$ cat src/rtl/bcd_pkg.sv
`default_nettype none
// ============================================================================
// Module   : bcd_pkg
// Purpose  : Shared types and constants for the BCD-to-binary converter.
//            Holds the converter state encoding, the BCD digit width and a
//            helper returning the binary result width for a digit count.
// Ports    : none (package)
// Config   : none
// Revision : 1.0 - initial release
// ============================================================================
package bcd_pkg;

   localparam int DIGIT_W = 4;

   typedef enum logic [1:0] {
      IDLE = 2'd0,
      CONV = 2'd1,
      DONE = 2'd2
   } state_t;

   // Smallest width that holds every value 0 .. 10**digits-1.
   function automatic int bin_width(input int digits);
      return $clog2(10 ** digits);
   endfunction

endpackage
`default_nettype wire

$ cat src/rtl/bcd_to_bin_if.sv
`default_nettype none
// ============================================================================
// Module   : bcd_to_bin_if
// Purpose  : Request/result handshake bundle for the BCD-to-binary converter.
// Signals  : in_valid/in_ready/bcd_in   - request channel (packed BCD)
//            out_valid/out_ready        - result channel handshake
//            bin_out/err                - result payload
// Modports : master - request producer / result consumer
//            slave  - the converter
// Config   : none
// Revision : 1.0 - initial release
// ============================================================================
interface bcd_to_bin_if #(
   parameter int DIGITS = 2
);
   import bcd_pkg::*;

   localparam int BIN_W = bin_width(DIGITS);

   logic                        in_valid;
   logic                        in_ready;
   logic [DIGIT_W*DIGITS-1:0]   bcd_in;
   logic                        out_valid;
   logic                        out_ready;
   logic [BIN_W-1:0]            bin_out;
   logic                        err;

   modport master (
      output in_valid, bcd_in, out_ready,
      input  in_ready, out_valid, bin_out, err
   );

   modport slave (
      input  in_valid, bcd_in, out_ready,
      output in_ready, out_valid, bin_out, err
   );

endinterface
`default_nettype wire

$ cat src/rtl/bcd_digit_mac.sv
`default_nettype none
// ============================================================================
// Module   : bcd_digit_mac
// Purpose  : Combinational acc*10 + digit, result wrapped to BIN_W bits.
// Ports    : acc    in  BIN_W    running accumulator
//            digit  in  DIGIT_W  next BCD digit (used as-is, even if > 9)
//            result out BIN_W    (acc*10 + digit) mod 2**BIN_W
// Config   : none
// Revision : 1.0 - initial release
// ============================================================================
module bcd_digit_mac
   import bcd_pkg::*;
#(
   parameter int BIN_W = 7
) (
   input  logic [BIN_W-1:0]   acc,
   input  logic [DIGIT_W-1:0] digit,
   output logic [BIN_W-1:0]   result
);

   // x10 as x8 + x2; every term is BIN_W wide so the sum wraps naturally.
   logic [BIN_W-1:0] acc_x8;
   logic [BIN_W-1:0] acc_x2;
   logic [BIN_W-1:0] digit_ext;

   assign acc_x8    = acc << 3;
   assign acc_x2    = acc << 1;
   assign digit_ext = BIN_W'(digit);
   assign result    = acc_x8 + acc_x2 + digit_ext;

endmodule
`default_nettype wire

$ cat src/rtl/bcd_to_bin.sv
`default_nettype none
// ============================================================================
// Module   : bcd_to_bin
// Purpose  : Converts a packed BCD number of DIGITS digits to binary, one
//            digit per clock, most-significant digit first.
// Ports    : clk    in   single clock, rising edge
//            rst_n  in   asynchronous active-low reset
//            bus    slave modport of bcd_to_bin_if:
//                   in_valid/in_ready/bcd_in    request
//                   out_valid/out_ready         result handshake
//                   bin_out/err                 registered result
// Config   : BCD_TO_BIN_CHECK_EN - when defined, a captured nibble > 9 sets
//            err and forces bin_out to 0; otherwise err is always 0 and
//            such nibbles are used arithmetically as-is.
// Revision : 1.0 - initial release
// ============================================================================
module bcd_to_bin
   import bcd_pkg::*;
#(
   parameter int DIGITS = 2
) (
   input  logic         clk,
   input  logic         rst_n,
   bcd_to_bin_if.slave  bus
);

   localparam int BIN_W = bin_width(DIGITS);
   localparam int BCD_W = DIGIT_W * DIGITS;
   localparam int CNT_W = (DIGITS > 1) ? $clog2(DIGITS) : 1;

   state_t               state;
   state_t               state_nx;

   logic [BCD_W-1:0]     bcd_q;
   logic [BIN_W-1:0]     acc;
   logic [CNT_W-1:0]     cnt;
   logic [BIN_W-1:0]     bin_q;
   logic                 err_q;

   logic [DIGIT_W-1:0]   digit;
   logic [BIN_W-1:0]     mac_out;
   logic                 accept;
   logic                 last_digit;
   logic                 bad;

   assign accept     = (state == IDLE) && bus.in_valid;
   assign last_digit = (cnt == CNT_W'(DIGITS - 1));

   // Digit for this CONV cycle: cnt=0 picks the top nibble.
   always_comb begin
      digit = '0;
      for (int i = 0; i < DIGITS; i++) begin
         if (cnt == CNT_W'(DIGITS - 1 - i)) begin
            digit = bcd_q[i*DIGIT_W +: DIGIT_W];
         end
      end
   end

`ifdef BCD_TO_BIN_CHECK_EN
   always_comb begin
      bad = 1'b0;
      for (int i = 0; i < DIGITS; i++) begin
         if (bcd_q[i*DIGIT_W +: DIGIT_W] > DIGIT_W'(9)) begin
            bad = 1'b1;
         end
      end
   end
`else
   assign bad = 1'b0;
`endif

   bcd_digit_mac #(
      .BIN_W  (BIN_W)
   ) u_mac (
      .acc    (acc),
      .digit  (digit),
      .result (mac_out)
   );

   // ---------------------------------------------------------------- FSM
   always_ff @(posedge clk or negedge rst_n) begin
      if (!rst_n) begin
         state <= IDLE;
      end else begin
         state <= state_nx;
      end
   end

   always_comb begin
      state_nx = state;
      case (state)
         IDLE:    if (bus.in_valid)  state_nx = CONV;
         CONV:    if (last_digit)    state_nx = DONE;
         DONE:    if (bus.out_ready) state_nx = IDLE;
         default:                    state_nx = IDLE;
      endcase
   end

   // ----------------------------------------------------------- datapath
   // The result register is loaded on the last CONV edge so it is already
   // valid when DONE is entered and then holds until the next conversion.
   always_ff @(posedge clk or negedge rst_n) begin
      if (!rst_n) begin
         bcd_q <= '0;
         acc   <= '0;
         cnt   <= '0;
         bin_q <= '0;
         err_q <= 1'b0;
      end else if (accept) begin
         bcd_q <= bus.bcd_in;
         acc   <= '0;
         cnt   <= '0;
      end else if (state == CONV) begin
         acc <= mac_out;
         cnt <= cnt + CNT_W'(1);
         if (last_digit) begin
            bin_q <= bad ? '0 : mac_out;
            err_q <= bad;
         end
      end
   end

   assign bus.in_ready  = (state == IDLE);
   assign bus.out_valid = (state == DONE);
   assign bus.bin_out   = bin_q;
   assign bus.err       = err_q;

endmodule
`default_nettype wire
$ cat src/flat_wrapper.sv
// flat-port wrapper written by rule: the top's interface ports become plain ports
module bcd_to_bin_flat import bcd_pkg::*;
#(
   parameter int DIGITS = 2
)
  (clk, rst_n, bus_in_valid, bus_bcd_in, bus_out_ready, bus_in_ready, bus_out_valid, bus_bin_out, bus_err);
  bcd_to_bin_if #(.DIGITS(DIGITS)) bus_i ();
  input  logic clk;
  input  logic rst_n;
  input wire logic [$bits(bus_i.in_valid)-1:0] bus_in_valid;
  input wire logic [$bits(bus_i.bcd_in)-1:0] bus_bcd_in;
  input wire logic [$bits(bus_i.out_ready)-1:0] bus_out_ready;
  output wire logic [$bits(bus_i.in_ready)-1:0] bus_in_ready;
  output wire logic [$bits(bus_i.out_valid)-1:0] bus_out_valid;
  output wire logic [$bits(bus_i.bin_out)-1:0] bus_bin_out;
  output wire logic [$bits(bus_i.err)-1:0] bus_err;
  assign bus_i.in_valid = bus_in_valid;
  assign bus_i.bcd_in = bus_bcd_in;
  assign bus_i.out_ready = bus_out_ready;
  assign bus_in_ready = bus_i.in_ready;
  assign bus_out_valid = bus_i.out_valid;
  assign bus_bin_out = bus_i.bin_out;
  assign bus_err = bus_i.err;
  bcd_to_bin #(.DIGITS(DIGITS)) u_core (.clk(clk), .rst_n(rst_n), .bus(bus_i));
endmodule
$ cat config.mk
export PLATFORM = sky130hd
export DESIGN_NAME = bcd_to_bin_flat
export DESIGN_NICKNAME = d
export VERILOG_FILES = /design/src/rtl/bcd_pkg.sv /design/src/rtl/bcd_to_bin_if.sv /design/src/rtl/bcd_digit_mac.sv /design/src/rtl/bcd_to_bin.sv /design/src/flat_wrapper.sv
export SDC_FILE = /design/constraint.sdc
export NUM_CORES = 1
export LEC_CHECK = 0
export BUFFER_PORTS_ARGS = -buffer_cell sky130_fd_sc_hd__buf_2
export CORE_ASPECT_RATIO = 1.75
export CORE_UTILIZATION = 45
export CTS_CLUSTER_SIZE = 12
export DETAILED_ROUTE_END_ITERATION = 16
export PLACE_DENSITY = 0.66
export SKIP_LAST_GASP = 1
export SLEW_MARGIN = 10
export SYNTH_ARGS = -nofsm -noshare
export SYNTH_HDL_FRONTEND = slang
export SYNTH_SLANG_ARGS = --single-unit
$ cat constraint.sdc
create_clock -name clk -period 6.8 [get_ports clk]
set_clock_uncertainty 0.05 [all_clocks]
set_input_delay 1.02 -clock clk [delete_from_list [all_inputs] [get_ports clk]]
set_output_delay 1.02 -clock clk [all_outputs]
set_load 0.03 [all_outputs]
==> metrics.yaml <==
clock_tree:
  post_cts_resized: 0
  cts_made_buffers: 3
  path_clk_slew_ns: 0.08
  cts_setup_buffers: 0
  hold_buffers: 0
  cts_sinks: 24
  h-tree-depth: 1
  cts_buffer_depth: 2
  cts_tree: "yes"
  cts-root-buf: "clkbuf_8"
  insertion_delay_ns: 0.26
grt:
  grt_pass1_wl_mm: 3.82
  grt_max_degree: 25
  grt_pass1_vias: 819
  antenna_found_initial: 0
  grt_util_all_layers: 0.166
  overflow: 0
pwr:
  leakagePower_nw: 0.720
  ir_drop_mv: 0.317
  powerDensity_nw_per_um2: 560
  switching_share: 0.408
  power_frac_comb: 0.545
  p_sw_mw: 0.325
  pwr-share-seq: 0.335
  intPower_mw: 0.471
  p_total_mw: 0.796
  power.share.clock: 0.121
place:
  place_congestion: 0.743
  dp_hpwl_mm: 1.71
  port_buffers: 20
  place_inst: 144
timing:
  fin_crit_ns: 2.44
  hold_viol: 0
  final_max_slew_viol_count: 0
  worst-slew-pin-transition_ns: 0.597
  max_freq_mhz: 411
  period_share: 0.358
  rsz0062_at_grt: "false"
  setup_violations: 0
  fin_tns_setup_ns: 0
  slew_headroom: 0.601
drt:
  drt-pass1-iter-count: 3
  vias_per_cell: 5.55
  ant_nets: 0
  drc_errors: 0
  vias: 822
  drt_wl_total_mm: 2.19
  post_drt_wl_per_cell_um: 14.8
  initialDrtViolationCount: 11
floorplanning:
  rows: 25
  die_area_um2: 3030
  start_util: 0.469
  fp.coreArea_um2: 2690
  ios: 22
  die-height_um: 72.0
  die_width_um: 42.0
logic_synthesis:
  synth_warnings: 0
  ys_seq_area_frac: 0.476
  synth.distinct_cells: 29
  synthArstFlopShare: 1.00
  postSynthAreaPerCell_um2: 12.5
  synth_most_common_cell: "dfrtp_1"
  synthTopCellsByArea: "dfrtp_1, mux2_4, ha_1"
  synth_seq_cells: 24
  netlist_instances: 101
  yosys-top-cells-count: "dfrtp_1, ha_1, mux2_4, nand2_1, inv_1"
  synth_nets: 123
  yosysTopAreaCellShare: 0.476
  yosys.area.top_type: "dfrtp_1"
  ys.flop_type: "dfrtp_1"
  synthesis.area_um2: 1260
  synth_edf_count: 0
worst_setup_path:
  max_stage_delay_ns: 0.53
  required_ns: 6.92
  path_buf_inv: 0
  crit_type: "reg2reg"
  crit_path_frequent_cell: "ha_1"
  cp.arrival_ns: 2.55
  cp_top_family: "adder cells"
  worstSetupEndpointType: "flop"
  cp_max_fo: 9
  worstPathCellList: "mux2_2, ha_1, ha_1, fa_1, nand3_1, a21oi_1, o31ai_1"
  worstSetupStartpointType: "flop"
  crit_slowest_cell: "dfrtp_1"
layout:
  fin_util: 0.528
  drive_gt1_frac: 0.314
  n_antenna_cell: 0
  final_nets: 144
  finalNonFillerCells: 148
  area_growth_pct: 12.7
job:
  cap_violations: 0
min_path:
  hold_path_class: "reg2reg"
outcome:
  status: "finished, final reports clean"
==> metrics by stage <==
stage                     hold WS, ns  setup slack (ns)  area, um2
after floorplan                 0.404              4.57       1260
after global placement          0.408              4.44       1370
after detailed placement        0.416              4.36       1370
after CTS                       0.436              4.34       1420
after global routing            0.470              4.21       1420
final                           0.428              4.36       1420
==> final cells by class <==
class | count | area, um2
fillers | 254 | 1270
multi-input cells | 66 | 606
flip-flops and latches | 24 | 601
repair buffers | 20 | 100
clock buffers | 4 | 55.1
well taps | 27 | 33.8
inverters | 7 | 26.3
==> cells in the final DEF, fill, tap and decap left out <==
cell type,synthesis,routed
mux2_4,8,8
ha_1,8,8
nand3_1,2,2
and3_1,1,1
o21bai_1,1,1
a2111o_1,2,2
xnor3_1,1,1
xnor2_1,1,1
a22o_1,3,3
a21o_1,1,1
nand2b_1,2,2
a21oi_1,3,3
nand2_1,8,8
mux2_2,6,6
dfrtp_1,24,24
mux2i_1,3,3
nor2b_1,1,1
buf_2,2,20
o31ai_1,1,1
clkbuf_8,0,4
o21ai_0,5,5
fa_1,2,2
inv_1,7,7
nand3b_1,1,1
nor2_1,2,2
o211ai_1,2,2
and2_1,1,1
conb_1,1,1
==> final timing paths <==
path,from,end,slack [ns],depth (start not counted)
max in group asynchronous,rst_n,u_core.acc[1]$_DFFE_PN0P_,5.66,1
worst max-delay path,u_core.cnt$_DFFE_PN0P_,u_core.bus.bin_out[6]$_DFFE_PN0P_,4.36,7
worst max register to register,u_core.cnt$_DFFE_PN0P_,u_core.bus.bin_out[6]$_DFFE_PN0P_,4.36,7
worst min-delay path,u_core.bus.bin_out[6]$_DFFE_PN0P_,u_core.bus.bin_out[6]$_DFFE_PN0P_,0.43,2
min in group asynchronous,rst_n,u_core.bus.bin_out[4]$_DFFE_PN0P_,0.68,1
worst min register to register,u_core.bus.bin_out[6]$_DFFE_PN0P_,u_core.bus.bin_out[6]$_DFFE_PN0P_,0.43,2
==> registers in the layout, summed over array words and instances (netlist names) <==
| register | flops |
|---|---|
| u_core.state | 2 |
| u_core.bus.bin_out | 7 |
| u_core.cnt | 1 |
| u_core.bcd_q | 8 |
| u_core.acc | 6 |
==> power by group through the flow <==
stage	combinational, mW	clock (mW)	sequential, mW
floorplan	0.319	0	0.290
global placement	0.425	0	0.269
detailed placement	0.437	0	0.271
CTS	0.439	0.0986	0.268
global route	0.483	0.103	0.279
finish	0.433	0.0959	0.267
==> worst reg2reg max path, cell delays in order (launching register included) <==
cell	delay [ns]
dfrtp_1	0.53
mux2_2	0.39
ha_1	0.28
ha_1	0.23
fa_1	0.45
nand3_1	0.13
a21oi_1	0.07
o31ai_1	0.22
==> logic make-up after synthesis <==
| logic type | after synthesis | share of synthesized area |
|---|---|---|
| other cells | 1 | 0.00297 |
| xor+xnor | 2 | 0.0248 |
| simple gates | 18 | 0.0685 |
| compound gates | 18 | 0.100 |
| fa+ha+maj | 10 | 0.111 |
| mux | 17 | 0.173 |
| buf+inv | 11 | 0.0437 |
| flops | 24 | 0.476 |
==> routing by layer <==
layer,vias up,share of wire,track usage,wire [um]
met5,-,0,0,0
met4,0,0.011,0.0625,25
met3,2,0.017,0.0224,37
met2,11,0.56,0.285,1240
met1,419,0.41,0.211,894
li1,390,-,-,-
Power figures use the tool's default switching activity.
